### src/rtl/sar_search.sv
// Successive-approximation search engine: binary-searches a hidden comparator operand MSB-first.
// Optional signed (offset-domain) search is enabled by defining SAR_SIGNED_SEARCH_EN.
module sar_search #(
  parameter int WIDTH = 6
) (
  input  logic                       clk,
  input  logic                       rst_n,
  input  logic                       start,
`ifdef SAR_SIGNED_SEARCH_EN
  input  logic                       signed_mode,
`endif
  output logic [WIDTH-1:0]           probe,
  output logic                       probe_valid,
  input  logic                       cmp_valid,
  input  logic                       cmp_lt,
  input  logic                       cmp_ltu,
  input  logic                       cmp_eq,
  output logic                       busy,
  output logic                       done,
  output logic [WIDTH-1:0]           found,
  output logic                       exact,
  output logic [$clog2(WIDTH+1)-1:0] steps
);

  localparam int IW = $clog2(WIDTH);
  localparam int SW = $clog2(WIDTH+1);
  localparam logic [WIDTH-1:0] MSB = {1'b1, {(WIDTH-1){1'b0}}};

  typedef enum logic [1:0] {S_IDLE, S_PROBE, S_DONE} state_t;

  state_t           r_state;
  state_t           w_next;
  logic [WIDTH-1:0] r_acc;
  logic [IW-1:0]    r_idx;
  logic [SW-1:0]    r_steps;
  logic [WIDTH-1:0] r_found;
  logic             r_exact;
  logic             w_signedMode;
  logic [WIDTH-1:0] w_candidate;
  logic [WIDTH-1:0] w_flip;
  logic [WIDTH-1:0] w_probe;
  logic [WIDTH-1:0] w_accNext;
  logic             w_less;
  logic             w_accept;
  logic             w_last;
  logic             w_start;

`ifdef SAR_SIGNED_SEARCH_EN
  logic r_signedMode;

  always_ff @(posedge clk or negedge rst_n) begin
    if (!rst_n)
      r_signedMode <= 1'b0;
    else if (w_start)
      r_signedMode <= signed_mode;
  end

  assign w_signedMode = r_signedMode;
`else
  logic w_unusedLt;

  assign w_unusedLt   = cmp_lt;
  assign w_signedMode = 1'b0;
`endif

  // Signed search works on offset-binary values so the unsigned SAR walk still applies.
  assign w_candidate = r_acc | (WIDTH'(1) << r_idx);
  assign w_flip      = w_signedMode ? MSB : '0;
  assign w_probe     = w_candidate ^ w_flip;
  assign w_less      = w_signedMode ? cmp_lt : cmp_ltu;
  assign w_accNext   = w_less ? r_acc : w_candidate;
  assign w_accept    = (r_state == S_PROBE) && cmp_valid;
  assign w_last      = (r_idx == '0);
  assign w_start     = (r_state == S_IDLE) && start;

  always_ff @(posedge clk or negedge rst_n) begin
    if (!rst_n)
      r_state <= S_IDLE;
    else
      r_state <= w_next;
  end

  always_comb begin
    w_next = r_state;
    case (r_state)
      S_IDLE:  if (start) w_next = S_PROBE;
      S_PROBE: if (w_accept && (cmp_eq || w_last)) w_next = S_DONE;
      S_DONE:  w_next = S_IDLE;
      default: w_next = S_IDLE;
    endcase
  end

  always_ff @(posedge clk or negedge rst_n) begin
    if (!rst_n) begin
      r_acc   <= '0;
      r_idx   <= '0;
      r_steps <= '0;
      r_found <= '0;
      r_exact <= 1'b0;
    end else if (w_start) begin
      r_acc   <= '0;
      r_idx   <= IW'(WIDTH-1);
      r_steps <= '0;
      r_exact <= 1'b0;
    end else if (w_accept) begin
      r_steps <= r_steps + SW'(1);
      if (cmp_eq) begin
        r_found <= w_probe;
        r_exact <= 1'b1;
      end else begin
        r_acc <= w_accNext;
        if (w_last)
          r_found <= w_accNext ^ w_flip;
        else
          r_idx <= r_idx - IW'(1);
      end
    end
  end

  assign probe       = (r_state == S_PROBE) ? w_probe : '0;
  assign probe_valid = (r_state == S_PROBE);
  assign busy        = (r_state == S_PROBE);
  assign done        = (r_state == S_DONE);
  assign found       = r_found;
  assign exact       = r_exact;
  assign steps       = r_steps;

endmodule

### config.mk
export PLATFORM = sky130hd
export DESIGN_NAME = sar_search
export DESIGN_NICKNAME = d
export VERILOG_FILES = /design/src/rtl/sar_search.sv
export SDC_FILE = /design/constraint.sdc
export NUM_CORES = 1
export LEC_CHECK = 0
export CAP_MARGIN = 20
export CORE_MARGIN = 2
export CORE_UTILIZATION = 40
export CTS_CLUSTER_DIAMETER = 60
export DETAILED_ROUTE_END_ITERATION = 6
export PLACE_DENSITY = 0.65
export SYNTH_ARGS = -nofsm -noshare
export SYNTH_HDL_FRONTEND = slang
export SYNTH_SLANG_ARGS = --single-unit
### constraint.sdc
create_clock -name clk -period 2 [get_ports clk]
set_clock_uncertainty 0.2 [all_clocks]
set_input_delay 0.3 -clock clk [delete_from_list [all_inputs] [get_ports clk]]
set_output_delay 0.3 -clock clk [all_outputs]
set_load 0.005 [all_outputs]
### Word level (Yosys, flattened, before mapping)

Cells that the tools add are included.
W data, S select, Z words.

* bits in registers: 21
* word-level logic and storage cells: 50

* reductions and logical operators: 14
* shifts and indexed selects: 1
* add/sub/neg operators: 2
* bitwise logic cells: 2
* equal/unequal tests: 6
* multiplexer cells: 19

Operators by type and width (count)
* $mux W6: 7
* $mux W3: 6
* $ne A2 B1 Y1 const B: 3
* $or A6 B6 Y6: 1
* $reduce_and A2 Y1: 3
* $reduce_and A3 Y1: 2
* $reduce_bool A2 Y1: 3
* $shl A1 B3 Y6 const A: 1
* $mux W2: 2
* $pmux W2 S2: 1
* $add A3 B1 Y3 const B: 1
* $logic_and A1 B1 Y1: 3
* $logic_not A3 Y1: 1
* $mux W1: 3
* $sub A3 B1 Y3 const B: 1
* $eq A2 B1 Y1 const B: 1
* $eq A2 B2 Y1 const B: 1
* $logic_not A2 Y1: 1
* $ne A2 B2 Y1 const B: 1
* $logic_or A1 B1 Y1: 1
* $not A1 Y1: 1

### Logic depth before layout (Yosys ltp)

* depth in word-level cells: 6
* depth in mapped cells: 6

### Least setup slack after synthesis

Ideal clock, no wire load.

* kind: register to register
* from: register r_idx[0]
* to: register r_idx[2]
* slack: 0.286 ns
* path buffers: 1
* required time: 1.720 ns
* cell stages (with the launch flop): 7
* arrival: 1.434 ns
* library setup time: 0.080 ns
* period minus slack after synthesis: 1.714 ns
* path through: dfrtp_1 > inv_1 > ha_1 > nor2b_1 > buf_2 > nor4b_2 > mux2i_1

* word-level cells in the longest chain between the ends: 5

Ends and longest elaborated chain
* from (decl): line 34 `logic [IW-1:0] r_idx;`
* from (signal assigned): line 102 `r_idx <= IW'(WIDTH-1);`
* from (signal assigned): line 115 `r_idx <= r_idx - IW'(1);`
* $sub A3 B1 Y3: line 115
* $mux W3: line 112 `if (w_last)`
* $mux W3: line 107 `if (cmp_eq) begin`
* $mux W3: line 105 `end else if (w_accept) begin`
* $mux W3: line 100 `end else if (w_start) begin`

Parallel ways exist; a longest one is shown, timed or not. The select of a mux whose other input is x is not followed.
A chain may end at the register's enable or synchronous reset.

### Final worst setup path

* from: register r_idx[0]
* to: output probe[0]

* word-level cells in the longest chain between the ends: 3

Ends and longest elaborated chain
* $shl A1 B3 Y6: line 67 `assign w_candidate = r_acc | (WIDTH'(1) << r_idx);`
* $or A6 B6 Y6: line 67
* $mux W6: line 120 `assign probe = (r_state == S_PROBE) ? w_probe : '0;`
* to (decl): line 12 `output logic [WIDTH-1:0] probe,`

No other way between the ends.

==> impl_summary.md <==
Status
The run finished with clean final reports.

Min path
The path class of the tightest hold or removal check is input pin to async pin.

Cells and area
In the layout the commonest cells are sky130_fd_sc_hd__nor2_1, sky130_fd_sc_hd__dfrtp_1, sky130_fd_sc_hd__buf_4, sky130_fd_sc_hd__clkdlybuf4s50_1, sky130_fd_sc_hd__mux2i_1. The area of all placed cells without fillers is 0.00162 mm². The number of filler instances in the final layout is 244. The multi-input combinational cells in the finished layout cover a total of 599 µm². The count of nets after finishing is 169.

The number of antenna cells inserted is 0. Cells with a size suffix above 1 make up 32.3% of the layout. From synthesis to final layout, the design area changed by 44.5%. The number of standard cells in the final layout excluding fillers is 186. The leading cell type in the layout, fill and taps excluded is sky130_fd_sc_hd__nor2_1.

The storage element area is 528 µm².

Placed design
The cell area after placement is 0.00146 mm². The instance count after placement with tap cells included is 176. Buffers placed on the I/O ports in this run total 24. The final weighted congestion of routability-driven global placement is 0.816. The detailed placement HPWL is 1.72 mm.

Global route
The number of antenna violations at the first check in global routing is 0. The total global routing overflow is 0. The wire length of the first global-routing pass is 4.33 mm. In the global route stage, overall resource usage came out at 17.3%. The maximum number of pins on one net before global-route repair is 22. The number of global-route vias before repair is 905.

Clocking
The tree is rooted in a sky130_fd_sc_hd__clkbuf_4. TritonCTS built the clock tree. The number of clock sinks is 21.

No sink is reached through more buffers than the 2 on the longest clock path. The clock latency reported for the late side of the worst-skew pair is 0.31 ns. The CTS H-tree depth is 1.

Counting the buffers created by CTS gives 3. Clock-pin slew was measured on the worst setup and hold paths at 0.13 ns.

Floorplanning
Measured along the y axis, the die boundary spans 57 µm. The die covers 0.00325 mm². For this configuration, the core starts out at a cell density of 41.5%.

In this run the horizontal extent of the chip is 57 µm. After floorplanning, the core was sized to cover 0.00271 mm². The row count is 19. The I/O pin count is 26.

Power and ir drop
The maximum vdd drop is 0.875 mV. The proportion of power drawn by flip-flops and latches is 35.0%. The internal power of the cells is 1.23 mW. Overall power consumption after layout is estimated at 1.94 mW. Power spread over the standard cell area amounts to 1190 mW/mm². The switching portion of total power is 36.2%. The combinational share of power is 54.0%.

The leakage power figure is 0.790 nW. The analysis attributes to net switching a power of 0.701 mW. In this run, the clock network consumes 11.0% of the power.

STA
The aggregate negative setup slack is 0 ns. The maximum achievable frequency is 502 MHz. The smallest hold slack is 0.115 ns. At the pin with the least slew margin, the transition time is 0.329 ns.

The final count of hold timing violations is 0. Of the available clock period, the critical path in the final layout requires 99.6%. Counting I/O delays and the setup requirement, the final critical path takes 1.99 ns. The max-slew violation total from the final report is 0.

Setup repair after global routing could not meet its margin everywhere. In this run the tightest slew margin relative to its limit is 78.0%. The setup violation total in the final timing report is 0.

Synthesis
For this run, the register share of the synthesized area comes to 46.8%. The cell taking the most area after synthesis is sky130_fd_sc_hd__dfrtp_1. The cell count after synthesis came out at 114. Ranked by total cell area, the synthesized netlist is headed by sky130_fd_sc_hd__dfrtp_1, sky130_fd_sc_hd__mux2i_1, sky130_fd_sc_hd__nor2_1, sky130_fd_sc_hd__ha_1, sky130_fd_sc_hd__a21oi_1.

The netlist uses 29 different library cells. The count of yosys warnings during synthesis is 0. In this run the mean area of a mapped cell was 9.86 µm². The synthesized design devotes to its leading area cell type 46.8% of total area. Synthesis produced a netlist with a net count of 127. The post-synthesis cell area is 0.00112 mm².

The number of flip-flops and latches in the synthesized netlist is 21.

Setup path
STA classifies the critical path endpoint as a primary output. The startpoint identified for the worst register-to-register timing path is r_idx[0]$_DFFE_PN0P_. The data required time of the worst path is 1.50 ns. The worst stage delay on the critical path is 0.45 ns. The worst setup path is launched from a register. By startpoint and endpoint, the worst setup path is classified as register to primary output. Traced cell by cell, the critical path runs through buf_6 -> inv_6 -> ha_4 -> nor2b_4 -> nor2_2 -> nor2_1 -> buf_2. The highest-delay cell along the critical path is sky130_fd_sc_hd__dfrtp_2.

Grouping stages by cell kind, the critical path spends the most delay in flip-flops. Counting both buffers and inverters, the worst setup path holds a total of 3. The source of the critical timing path is r_idx[0]$_DFFE_PN0P_. The data arrival time at the worst-slack endpoint is 1.49 ns.

Along the worst path, the maximum fanout reaches 3.

Drt
The post-detailed-route via-to-cell ratio is 5.11. The final layout contains routed wiring with a total length of 2.68 mm. The detailed router's first-iteration violation count is 15. The residual antenna-violating net count after detailed routing is 0. The length of the first detailed-routing pass in iterations is 4. For this run, design rule violations remaining after detail routing come to 0. In the final routed layout, each cell accounts on average for 14.4 µm. The detailed router placed 951 vias in this run.

Job
The number of maximum-capacitance constraint violations is 0.
synthesized netlist by cell type, drive strengths merged:
cell    count
a41oi       2
nand2b      2
and3b       1
nand3       1
mux2i       9
or3         1
inv        10
nor2b       4
clkbuf      2
nor4b       1
nand2       2
or3b        1
nor3b       1
a31oi       6
buf         5
a21oi       8
dfrtp      21
a22o        1
o21ai       3
nand3b      1
nor3        2
and2b       1
o211a       1
nor2       22
ha          6
final timing paths:
path / endpoint / slack (ns) / cells past startpoint
worst max-delay path: probe[0] / 0.007 / 7
worst min-delay path: found[5]$_DFFE_PN0P_ / 0.11 / 2
worst max register to register: found[3]$_DFFE_PN0P_ / 0.19 / 7
worst min register to register: found[1]$_DFFE_PN0P_ / 0.32 / 2
max in group asynchronous: r_idx[0]$_DFFE_PN0P_ / 1.23 / 2
min in group clk: found[1]$_DFFE_PN0P_ / 0.32 / 2
state kept, by name, indices dropped and copies added (netlist names):
register,cells
exact,1
found,6
r_acc,6
r_idx,3
r_state,2
steps,3
metrics by stage:
stage	setup slack [ns]	utilization (%)
2_1_floorplan	0.286	-
3_3_place_gp	-0.00300	54.0
3_5_place_dp	-0.0372	54.0
4_1_cts	-0.0754	58.0
5_1_grt	-0.0837	59.9
6_report	0.00704	59.9
repair_timing:
action                                  in CTS  in global routing
gates resized for setup                     37                 18
hold buffers                                 0                  0
endpoints found under the setup margin       9                  8
buffers inserted                             5                  1
pin swaps                                    2                  5
power groups by stage:
stage / Clock, mW / Combinational, mW / Sequential [mW]
after floorplan: 0 / 0.425 / 0.651
after global placement: 0 / 0.821 / 0.653
after detailed placement: 0 / 0.837 / 0.660
after CTS: 0.220 / 0.969 / 0.660
after global routing: 0.239 / 1.14 / 0.694
final: 0.213 / 1.05 / 0.677
metal layers:
layer	GRT usage, %	up-vias	part of all wire [%]
met5	0	-	0
met4	4.65	0	0.60
met3	4.99	2	3.9
met2	29.2	17	52
met1	21.7	468	43
li1	-	464	-
cell families (layout without fill, tap and decap cells):
kind of cell,count (synthesis),after routing,share of synthesized area [%]
flops,21,21,46.8
simple gates,40,40,18.8
compound gates,21,21,12.5
mux,9,9,8.02
buf+inv,17,58,7.24
fa+ha+maj,6,6,6.68
worst reg2reg max path, cell delays in order, from the launching register on:
cell and delay, ns:
sky130_fd_sc_hd__dfrtp_2 0.41, sky130_fd_sc_hd__buf_6 0.12, sky130_fd_sc_hd__inv_6 0.04, sky130_fd_sc_hd__ha_4 0.16, sky130_fd_sc_hd__nor2b_4 0.13, sky130_fd_sc_hd__buf_4 0.17
sky130_fd_sc_hd__o21ai_4 0.29, sky130_fd_sc_hd__mux2i_1 0.23
area by class of cell:
class                      count  area share [%]
sequential                    21            32.5
clock buffer                   3            1.39
inverter                      10            2.93
timing repair buffer          44            23.6
tap                           31            2.39
clock inverter                 1           0.308
multi-input combinational     76            36.9
Power figures use the tool's default switching activity.
